**src/rtl/ram_io_bridge.sv**
```systemverilog
// ram_io_bridge: adapts a byte-addressed load/store request port to a
// word-wide RAM with byte-lane write enables and a one-cycle ready pulse.
// Optional memory-mapped LED register enabled by RAM_IO_BRIDGE_LED_EN.
module ram_io_bridge #(
  parameter int unsigned RamAddressBitWidth = 21,
  parameter logic [31:0] LedAddress         = 32'hFFFF_FFFF
) (
  input  logic                          clk,
  input  logic                          rst,
  input  logic                          ramio_enable,
  input  logic [1:0]                    ramio_write_type,
  input  logic [2:0]                    ramio_read_type,
  input  logic [31:0]                   ramio_address,
  input  logic [31:0]                   ramio_data_in,
  output logic [31:0]                   ramio_data_out,
  output logic                          ramio_data_out_ready,
  output logic                          ramio_busy,
  output logic                          mem_enable,
  output logic [3:0]                    mem_write_mask,
  output logic [RamAddressBitWidth-3:0] mem_address,
  output logic [31:0]                   mem_data_in,
  input  logic [31:0]                   mem_data_out,
  input  logic                          mem_ready,
  output logic [3:0]                    led,
  output logic                          misaligned
);

  localparam logic [1:0] SizeNone = 2'b00;
  localparam logic [1:0] SizeByte = 2'b01;
  localparam logic [1:0] SizeHalf = 2'b10;
  localparam logic [1:0] SizeWord = 2'b11;

  typedef enum logic [1:0] {
    StIdle   = 2'd0,
    StAccess = 2'd1,
    StDone   = 2'd2
  } state_t;

  typedef struct packed {
    logic [31:0] address;
    logic [2:0]  read_type;
    logic [1:0]  write_type;
  } req_t;

  state_t      state;
  state_t      state_next;
  req_t        cur_req;
  req_t        lat_req;
  logic        lat_valid;
  logic [1:0]  lat_off;
  logic        lat_is_read;

  logic        is_write;
  logic        is_read;
  logic        is_noop;
  logic [1:0]  size;
  logic        misalign_hit;
  logic [1:0]  eff_off;
  logic [3:0]  wmask;
  logic [31:0] wdata;
  logic        led_hit;
  logic        bypass;
  logic        new_req;

  assign cur_req     = {ramio_address, ramio_read_type, ramio_write_type};
  assign is_write    = (ramio_write_type != SizeNone);
  assign is_read     = !is_write && (ramio_read_type[1:0] != SizeNone);
  assign is_noop     = !is_write && !is_read;
  assign lat_is_read = (lat_req.write_type == SizeNone) &&
                       (lat_req.read_type[1:0] != SizeNone);

  // A fresh request is one that differs from the last accepted one
  assign new_req = !rst && ramio_enable && (state != StAccess) &&
                   (!lat_valid || (cur_req != lat_req));

  // LED and no-op requests never touch the RAM
  assign bypass = led_hit || is_noop;

  assign ramio_busy = (state == StAccess) || new_req;

  assign ramio_data_out_ready = (state == StDone) && lat_valid && lat_is_read &&
                                (cur_req == lat_req) && ramio_enable;

  // Access size, effective lane offset, lane mask and replicated write data
  always_comb begin
    size         = SizeNone;
    misalign_hit = 1'b0;
    eff_off      = 2'b00;
    wmask        = 4'b0000;
    wdata        = ramio_data_in;
    size = is_write ? ramio_write_type : ramio_read_type[1:0];
    case (size)
      SizeByte: begin
        eff_off = ramio_address[1:0];
        wmask   = 4'(4'b0001 << eff_off);
        wdata   = {4{ramio_data_in[7:0]}};
      end
      SizeHalf: begin
        misalign_hit = ramio_address[0];
        eff_off      = {ramio_address[1], 1'b0};
        wmask        = 4'(4'b0011 << eff_off);
        wdata        = {2{ramio_data_in[15:0]}};
      end
      SizeWord: begin
        misalign_hit = (ramio_address[1:0] != 2'b00);
        eff_off      = 2'b00;
        wmask        = 4'b1111;
        wdata        = ramio_data_in;
      end
      default: begin
        eff_off = 2'b00;
        wmask   = 4'b0000;
      end
    endcase
    if (!is_write) begin
      wmask = 4'b0000;
    end
  end

  // Lane-select and zero/sign-extend a RAM word for the latched read
  function automatic logic [31:0] extend_read(input logic [31:0] word,
                                              input logic [2:0]  rtype,
                                              input logic [1:0]  off);
    logic [31:0] sh;
    logic [31:0] res;
    sh  = word >> {off, 3'b000};
    res = sh;
    case (rtype[1:0])
      SizeByte: res = rtype[2] ? {{24{sh[7]}}, sh[7:0]} : {24'b0, sh[7:0]};
      SizeHalf: res = rtype[2] ? {{16{sh[15]}}, sh[15:0]} : {16'b0, sh[15:0]};
      default:  res = word;
    endcase
    return res;
  endfunction

  // State register
  always_ff @(posedge clk) begin
    if (rst) begin
      state <= StIdle;
    end else begin
      state <= state_next;
    end
  end

  // Next-state logic
  always_comb begin
    state_next = state;
    case (state)
      StIdle, StDone: begin
        if (new_req) begin
          state_next = bypass ? StDone : StAccess;
        end
      end
      StAccess: begin
        if (mem_ready) begin
          state_next = StDone;
        end
      end
      default: state_next = StIdle;
    endcase
  end

  // Request latch, RAM strobe/lanes and read data capture
  always_ff @(posedge clk) begin
    if (rst) begin
      lat_req        <= '0;
      lat_valid      <= 1'b0;
      lat_off        <= 2'b00;
      mem_enable     <= 1'b0;
      mem_write_mask <= 4'b0000;
      mem_address    <= '0;
      mem_data_in    <= '0;
      ramio_data_out <= '0;
      misaligned     <= 1'b0;
    end else if (new_req) begin
      lat_req        <= cur_req;
      lat_valid      <= 1'b1;
      lat_off        <= eff_off;
      mem_enable     <= !bypass;
      mem_write_mask <= bypass ? 4'b0000 : wmask;
      mem_address    <= ramio_address[RamAddressBitWidth-1:2];
      mem_data_in    <= wdata;
      if (misalign_hit) begin
        misaligned <= 1'b1;
      end
      if (led_hit && is_read) begin
        ramio_data_out <= {28'b0, led};
      end
    end else if ((state == StAccess) && mem_ready) begin
      mem_enable     <= 1'b0;
      mem_write_mask <= 4'b0000;
      if (lat_is_read) begin
        ramio_data_out <= extend_read(mem_data_out, lat_req.read_type, lat_off);
      end
    end
  end

`ifdef RAM_IO_BRIDGE_LED_EN
  assign led_hit = (ramio_address == LedAddress);

  // LED register written by a store to LedAddress
  always_ff @(posedge clk) begin
    if (rst) begin
      led <= 4'b0000;
    end else if (new_req && led_hit && is_write) begin
      led <= ramio_data_in[3:0];
    end
  end
`else
  logic unused_led_address;

  assign led_hit            = 1'b0;
  assign led                = 4'b0000;
  assign unused_led_address = ^LedAddress;
`endif

endmodule

```
**config.mk**
```make
export PLATFORM = sky130hd
export DESIGN_NAME = ram_io_bridge
export DESIGN_NICKNAME = d
export VERILOG_FILES = /design/src/rtl/ram_io_bridge.sv
export SDC_FILE = /design/constraint.sdc
export NUM_CORES = 1
export LEC_CHECK = 0
export CORE_AREA = 2 2 121 123
export DETAILED_ROUTE_END_ITERATION = 8
export DIE_AREA = 0 0 123 125
export PLACE_DENSITY_LB_ADDON = 0.2
export SYNTH_ARGS = -nofsm -noshare
export SYNTH_HDL_FRONTEND = slang
export SYNTH_SLANG_ARGS = --single-unit
```
**constraint.sdc**
```tcl
create_clock -name clk -period 2.45 [get_ports clk]
set_input_delay 0.49 -clock clk [delete_from_list [all_inputs] [get_ports clk]]
set_output_delay 0.49 -clock clk [all_outputs]
set_load 0.01 [all_outputs]
```
After elaboration in Yosys (flattened, before gate mapping)
Index checks and enable logic that the tools add are counted.

storage, ports and cells
  register bits after elaboration = 131
  bits of input ports = 105
  output and inout port bits = 95
  logic and storage cells = 75

cells by class
  shifts and indexed selects = 3
  reductions and logical operators = 29
  equal/unequal tests = 12
  bitwise operators = 1
  multiplexer cells = 18

operators by type and width
  operator             count
  $pmux 32 s2          2
  $mux 32              2
  $eq 37x37->1         1
  $ne 37x37->1         1
  $shr 32x5->16        1
  $mux 4               4
  $pmux 4 s3           1
  $logic_and 1x1->1    11
  $reduce_bool 2->1    5
  $eq 2x2->1 const B   4
  $mux 2               4
  $pmux 2 s2           2
  $eq 2x1->1 const B   3
  $logic_not 1->1      5
  $logic_not 2->1      2
  $ne 2x2->1 const B   2
  $reduce_and 2->1     2
  $shl 1x2->4 const A  1
  $shl 2x2->4 const A  1
  $reduce_and 3->1     1
  $logic_or 1x1->1     2
  $mux 1               2
  $ne 2x1->1 const B   1
  $pmux 1 s2           1
  other kinds (2)      2

Longest topological paths before layout
Gate-level depths: netlist of the first run.

  depth after elaboration = 8
  depth in mapped cells = 10
  mapped depth without buffers = 9

Worst setup path before layout of the first run
OpenSTA, ideal clock, no wires.

  path kind = input to register
  from = in ramio_write_type[0]
  to = reg mem_data_in[16]
  arrival = 2.291 ns
  setup time = 0.086 ns
  buffers on the path = 1
  stages on the path = 9
  setup slack = 0.073 ns
  required time = 2.364 ns
  path through = inv_1 -> a21oi_1 -> inv_1 -> ha_1 -> clkbuf_1 -> clkinv_1 -> nor2_1 -> a221oi_1 -> a211oi_1

between the ends
  longest elaborated chain between the ends = 4
  elaborated cells between the ends (all ways) = 8
  classes of those cells = eq/ne: 3; mux: 2; reduce/logical: 3

RTL lines
  what                                             RTL line  source
  start: declaration                               11        input logic [1:0] ramio_write_type,
  $reduce_bool 2->1                                66        assign is_write = (ramio_write_type != SizeNone);
  $mux 2                                           91        size = is_write ? ramio_write_type : ramio_read_type[1:0];
  $eq 2x2->1 / $eq 2x1->1 (equally long branches)  92        case (size)
  $pmux 32 s2                                      92
  end signal: assignment                           182       mem_data_in <= wdata;
  end: declaration                                 21        output logic [31:0] mem_data_in,

Several ways; a longest one is shown, not always the timed one.
A chain may end at the register's enable or synchronous reset.

Final worst setup path of the first run
  from = in ramio_address[10]
  to = out ramio_data_out_ready

between the ends
  longest elaborated chain between the ends = 3

RTL lines
  what                RTL line  source
  start: declaration  13        input logic [31:0] ramio_address,
  $eq 37x37->1        82        (cur_req == lat_req) && ramio_enable;
  $logic_and 1x1->1   81        assign ramio_data_out_ready = (state == StDone) && lat_valid && lat_is_read &&
  $logic_and 1x1->1   82
  end: declaration    16        output logic ramio_data_out_ready,

No other way between the ends.

==> results of run 1 <==
-- area by class of cell --
cell class / count / area (um2) / share of cell area [%]
multi-input combinational: 442 / 3100 / 36.1
timing repair buffer: 273 / 2660 / 31.0
sequential: 112 / 2250 / 26.2
clock buffer: 12 / 256 / 2.99
tap: 184 / 230 / 2.68
inverter: 19 / 71.3 / 0.831
clock inverter: 3 / 17.5 / 0.204
antenna: 1 / 2.50 / 0.0292
-- cells in the mapped netlist (2+ instances only) --
cell and n:
o21ai_0 13, or3_1 7, buf_2 8, nand2b_1 5, buf_6 3, a21oi_1 29, nor2b_1 13, and2_1 3
inv_1 17, nor3_1 18, nor4_1 9, dfxtp_1 112, mux2i_1 62, nand2_1 42, o31ai_1 2, a211oi_1 24
nand4_1 2, ha_1 7, o22ai_1 5, buf_4 27, a221oi_1 24, a31oi_1 2, xor2_1 36, mux4_2 8
clkbuf_1 29, a22oi_1 8, nand3_1 4, nor2_1 104
-- cell families (layout without fill, tap and decap cells) --
logic type / Yosys count / after routing / share of synthesized area (%)
simple gates: 212 / 212 / 16.7
compound gates: 112 / 112 / 13.6
flops: 112 / 112 / 39.9
buf+inv: 87 / 307 / 8.19
mux: 70 / 70 / 14.2
xor+xnor: 37 / 37 / 5.76
fa+ha+maj: 7 / 7 / 1.56
other cells: 1 / 5 / 0.0667
-- worst max-delay path, stage by stage --
cell           delay [ns]
dlygate4sd2_1        0.25
xor2_1               0.14
nor4_1               0.32
nand4_1              0.25
nor3_2               0.22
and4_1               0.24
buf_6                0.12
-- state kept, by name, indices dropped and copies added (netlist names) --
signal / count
lat_off: 2
lat_req: 19
lat_valid: 1
mem_address: 18
mem_data_in: 32
mem_enable: 1
mem_write_mask: 4
misaligned: 1
ramio_data_out: 32
state: 2
-- metrics by stage --
stage               util [%]  instance area [um2]
global placement        56.3                 8000
CTS                     58.2                 8270
floorplan                  -                 5630
detailed placement      56.3                 8000
finish                  60.4                 8580
global route            60.4                 8580
-- where the power goes --
part           total [uW]  internal [uW]  switching [uW]
clock                1370            737             633
combinational        1180            645             532
sequential           2000           1930            72.9
-- placed cells by master (no fill, tap or decap), drive strengths merged, types with 20 or more instances in the layout --
master / n
clkdlybuf4s50: 156
dfxtp: 112
nor2: 104
buf: 77
mux2i: 62
nand2: 42
xor2: 36
a21oi: 29
dlygate4sd2: 28
a211oi: 24
a221oi: 24
clkbuf: 20
-- final timing paths --
check                                               endpoint  slack [ns]  cells past startpoint
worst max-delay path                    ramio_data_out_ready       -0.07                      7
worst min-delay path                 lat_req[4]$_SDFFE_PP0P_        0.41                      3
worst max register to register  mem_data_in[26]$_SDFFE_PP0P_        0.06                     10
worst min register to register  mem_data_in[17]$_SDFFE_PP0P_        0.46                      2
-- repair_timing --
item | in CTS | in global routing
resized for setup | 61 | 44
setup buffers | 3 | 4
pin swaps | 16 | 18
setup endpoints to repair | 77 | 77
cloned | 0 | 5
hold endpoints to repair | 0 | 0
-- routing by layer --
layer | track usage (%) | routed length [um] | vias to the layer above
li1 | - | - | 2650
met5 | 0 | 0 | -
met3 | 4.29 | 1030 | 21
met2 | 33.2 | 7860 | 174
met4 | 6.55 | 297 | 0
met1 | 27.8 | 7360 | 2495
==> results.json, run 1 <==
{
  "ir_drop_mv": 0.344,
  "dieArea_um2": 15400,
  "grt_pass1_vias": 5188,
  "drtAntennaViolNets": 0,
  "wl_per_cell_um": 15.8,
  "setup_ws_ns": -0.0729,
  "fin_cells": 1046,
  "final.setup.tns_ns": -0.0885,
  "cts_max_level": 3,
  "antenna_found_initial": 1,
  "skew_ns": 0.00684,
  "ios": 200,
  "drive_gt1_share_pct": 16.7,
  "hpwlAfterDp_mm": 12.3,
  "ys_seq_area_share_pct": 39.9,
  "clkTransAtPathRegs_ns": 0.06,
  "syn_inst": 638,
  "post_synth_num_cell_types": 43,
  "yosys_warnings": 0,
  "synth-async-reset-ratio_pct": 0,
  "clock.fmax_ghz": 0.396,
  "synth.avg_cell_area_um2": 8.81,
  "cts_buffer_depth": 2,
  "r2r_start": "lat_req[4]$_SDFFE_PP0P_",
  "die_w_um": 123,
  "period_share_pct": 103,
  "violations": "setup timing",
  "via_count": 5340,
  "pre_cts_slack_ns": -0.800,
  "numCtsBuffers": 9,
  "hold_start": "ramio_read_type[2]",
  "grt.total_usage_pct": 20.7,
  "synth.largest_area_cell": "dfxtp_1",
  "end_kind": "output port",
  "synth-seq-cells": 112,
  "rsz0062_at_grt": "true",
  "path_max_fanout": 3,
  "vias_per_cell": 5.11,
  "leakagePower_uw": 0.00358,
  "status": "complete, but fails checks",
  "fp-row-count": 44,
  "crit_arrival_ns": 2.03,
  "hold_viol": 0,
  "start_kind": "input pin",
  "path_class": "in -> out",
  "start_util_pct": 39.6,
  "port_buffers": 195,
  "yosys.area.top_type_share_pct": 39.9,
  "dpl.cell_count": 1018,
  "core_region_area_um2": 14200,
  "cts_tree": "done",
  "postCtsHoldBufs": 0,
  "synth_edf_count": 0,
  "cts.sinks": 112,
  "wl_mm": 16.5,
  "drt_iter0_drc": 290,
  "fin_crit_ns": 2.52,
  "drcViolationCount": 0,
  "insertion_delay_ns": 0.35,
  "whs_ns": 0.411,
  "power_uw": 4550,
  "maxCapViolCount": 0,
  "ys_top_cells_by_area": "dfxtp_1 (40%), mux2i_1 (11%), nor2_1 (6.9%)",
  "fill_cells": 1246,
  "drv_slew": 0,
  "syn2layout_area_growth_pct": 52.6,
  "syn_area_um2": 5620,
  "cp.required_ns": 1.96,
  "hold_class": "in -> reg",
  "die_y_um": 125,
  "gr-total-overflow": 0,
  "setup_viol": 2,
  "ys.flop_type": "dfxtp_1",
  "grt_pass1_wl_mm": 25.4,
  "startpoint": "ramio_address[10]",
  "grt_max_degree": 110,
  "cts-root-buf": "clkbuf_16",
  "nNetsFinal": 969,
  "routabilityCongestion": 0.884,
  "power.density_nw_per_um2": 531,
  "firstDrtPassIters": 5
}
No activity file was read; power rests on OpenSTA's default activity.
==> run 2, diff against run 1 <==
--- a/config.mk
+++ b/config.mk
@@ -5,9 +5,9 @@
 export SDC_FILE = /design/constraint.sdc
 export NUM_CORES = 1
 export LEC_CHECK = 0
-export CORE_AREA = 2 2 121 123
+export CORE_AREA = 2 2 155 96
 export DETAILED_ROUTE_END_ITERATION = 8
-export DIE_AREA = 0 0 123 125
+export DIE_AREA = 0 0 157 98
 export PLACE_DENSITY_LB_ADDON = 0.2
 export SYNTH_ARGS = -nofsm -noshare
 export SYNTH_HDL_FRONTEND = slang
==> run 2 against run 1 <==
Against the previous run:
- the run still ends with setup timing left
- non-clock buffer count grew 18
- wire length is 15% higher
- sequential share of layout area is 1.1 points lower
- cell area is 4.4% higher
- sequential cell count is the same
- first-iteration DRC count increased by 24%
- via count up 5.5%
- clock-buffer cell count fell by 2
- critical path depth rose by 2
- die area barely moved
- fmax is 6.5% lower
- clock skew up 0.0044 ns
- largest cell class unchanged
- highest routed layer unchanged
==> results.json, run 2 (synthesis results as in run 1) <==
{
  "drive_gt1_share_pct": 19.3,
  "ios": 200,
  "cts_max_level": 3,
  "fin_crit_ns": 2.70,
  "intPower_uw": 3340,
  "cts_buffer_depth": 2,
  "power_frac_seq_pct": 42.5,
  "syn2layout_area_growth_pct": 59.4,
  "worstMarginPinSlew_ns": 0.504,
  "die_w_um": 157,
  "insertion_delay_ns": 0.35,
  "leakagePower_uw": 0.00374,
  "final.setup.tns_ns": -5.09,
  "cts.sinks": 112,
  "status": "complete, but fails checks",
  "fill_cells": 1172,
  "relSlewSlack_pct": 66.4,
  "dpl.cell_count": 1039,
  "comb_power_share_pct": 27.4,
  "violations": "setup timing",
  "grt_pass1_vias": 5508,
  "fin_cells": 1078,
  "r2r_start": "lat_req[4]$_SDFFE_PP0P_",
  "ir_drop_mv": 0.302,
  "antenna_found_initial": 0,
  "seq_area_um2": 2250,
  "cts-root-buf": "clkbuf_16",
  "clkTransAtPathRegs_ns": 0.08,
  "cts_tree": "done",
  "routabilityCongestion": 0.886,
  "vias_per_cell": 5.23,
  "crit_arrival_ns": 2.21,
  "start_kind": "input pin",
  "hpwlAfterDp_mm": 13.4,
  "path_class": "in -> out",
  "drcViolationCount": 0,
  "drt_iter0_drc": 361,
  "multi_input_area_um2": 3190,
  "dieArea_um2": 15400,
  "antenna_cells": 0,
  "die_y_um": 98,
  "drv_slew": 0,
  "skew_ns": 0.0112,
  "postCtsHoldBufs": 0,
  "firstDrtPassIters": 5,
  "grt_max_degree": 110,
  "via_count": 5636,
  "hold_start": "ramio_read_type[2]",
  "switching_share_pct": 29.2,
  "drtAntennaViolNets": 0,
  "period_share_pct": 110,
  "maxCapViolCount": 0,
  "top_regs": "mem_data_in (32), ramio_data_out (32), lat_req (19)",
  "cp.required_ns": 1.96,
  "wl_mm": 19.0,
  "fp-row-count": 34,
  "nNetsFinal": 987,
  "gr-total-overflow": 0,
  "numCtsBuffers": 9,
  "grt_pass1_wl_mm": 29.1,
  "wl_per_cell_um": 17.7,
  "startpoint": "ramio_address[17]",
  "grt.total_usage_pct": 24.1,
  "hold_viol": 0,
  "final_cell_mix": "clkdlybuf4s50_1 (160), dfxtp_1 (109), nor2_1 (104)",
  "core_region_area_um2": 14100,
  "final_common_cell": "clkdlybuf4s50_1",
  "clock.fmax_ghz": 0.370,
  "end_kind": "output port",
  "path_max_fanout": 2,
  "clkPwrFrac_pct": 30.1,
  "setup_viol": 64,
  "port_buffers": 195,
  "hold_class": "in -> reg",
  "setup_ws_ns": -0.249,
  "rsz0062_at_grt": "true",
  "switching_power_uw": 1370,
  "start_util_pct": 39.9,
  "power.density_nw_per_um2": 526
}
==> run 2: final cells by class <==
cell class	instances	share of cell area (%)
flip-flops and latches	112	25.1
clock buffers	10	2.56
repair buffers	291	32.6
well taps	198	2.77
inverters	19	0.796
clock inverters	6	0.587
multi-input cells	442	35.6
==> run 2: power groups by stage <==
stage	logic, uW	registers [uW]	clock network, uW
floorplan	522	2060	0
global placement	1100	2030	0
detailed placement	1120	2040	0
CTS	1230	2000	1450
global route	1380	2010	1540
finish	1290	2000	1420
==> run 2: worst paths after layout <==
kind                                        to  slack [ns]  depth (start not counted)
setup / recovery          ramio_data_out_ready       -0.25                          9
hold / removal         lat_req[4]$_SDFFE_PP0P_        0.44                          3
setup reg to reg  mem_data_in[29]$_SDFFE_PP0P_       -0.19                         13
hold reg to reg   mem_data_in[19]$_SDFFE_PP0P_        0.47                          2
==> run 2: timing repair <==
item,CTS,global route
gates resized for setup,86,44
gates cloned,7,4
pin swaps,24,19
setup buffers,13,4
setup endpoints to repair,79,79
endpoints found under the hold margin,0,0
==> run 2: stage by stage <==
step                      area [um2]  power [uW]  utilization (%)  hold slack, ns  worst slack (ns)
final                           8960        4710             63.6           0.443            -0.249
after floorplan                 5630        2580                -           0.439            0.0734
after CTS                       8770        4690             62.3           0.468            -0.259
after global routing            8960        4940             63.6           0.472            -0.319
after detailed placement        8070        3160             57.3           0.455             -1.08
after global placement          8070        3130             57.3           0.447             -1.09
==> run 2: per-layer routing <==
metal | track usage, % | vias to the layer above | part of all wire (%)
met1 | 33.5 | 2678 | 46
met5 | 0 | - | 0
met3 | 5.15 | 21 | 8.0
met2 | 38.0 | 257 | 45
met4 | 6.07 | 0 | 1.2
li1 | - | 2680 | -
==> run 2: worst max-delay path, cell delays in order <==
cell and delay (ns):
dlygate4sd2_1 0.26, xor2_1 0.15, nor4_2 0.30, buf_4 0.15, nand4_1 0.12, buf_4 0.18, nor3_4 0.19, and4_4 0.25
buf_6 0.10
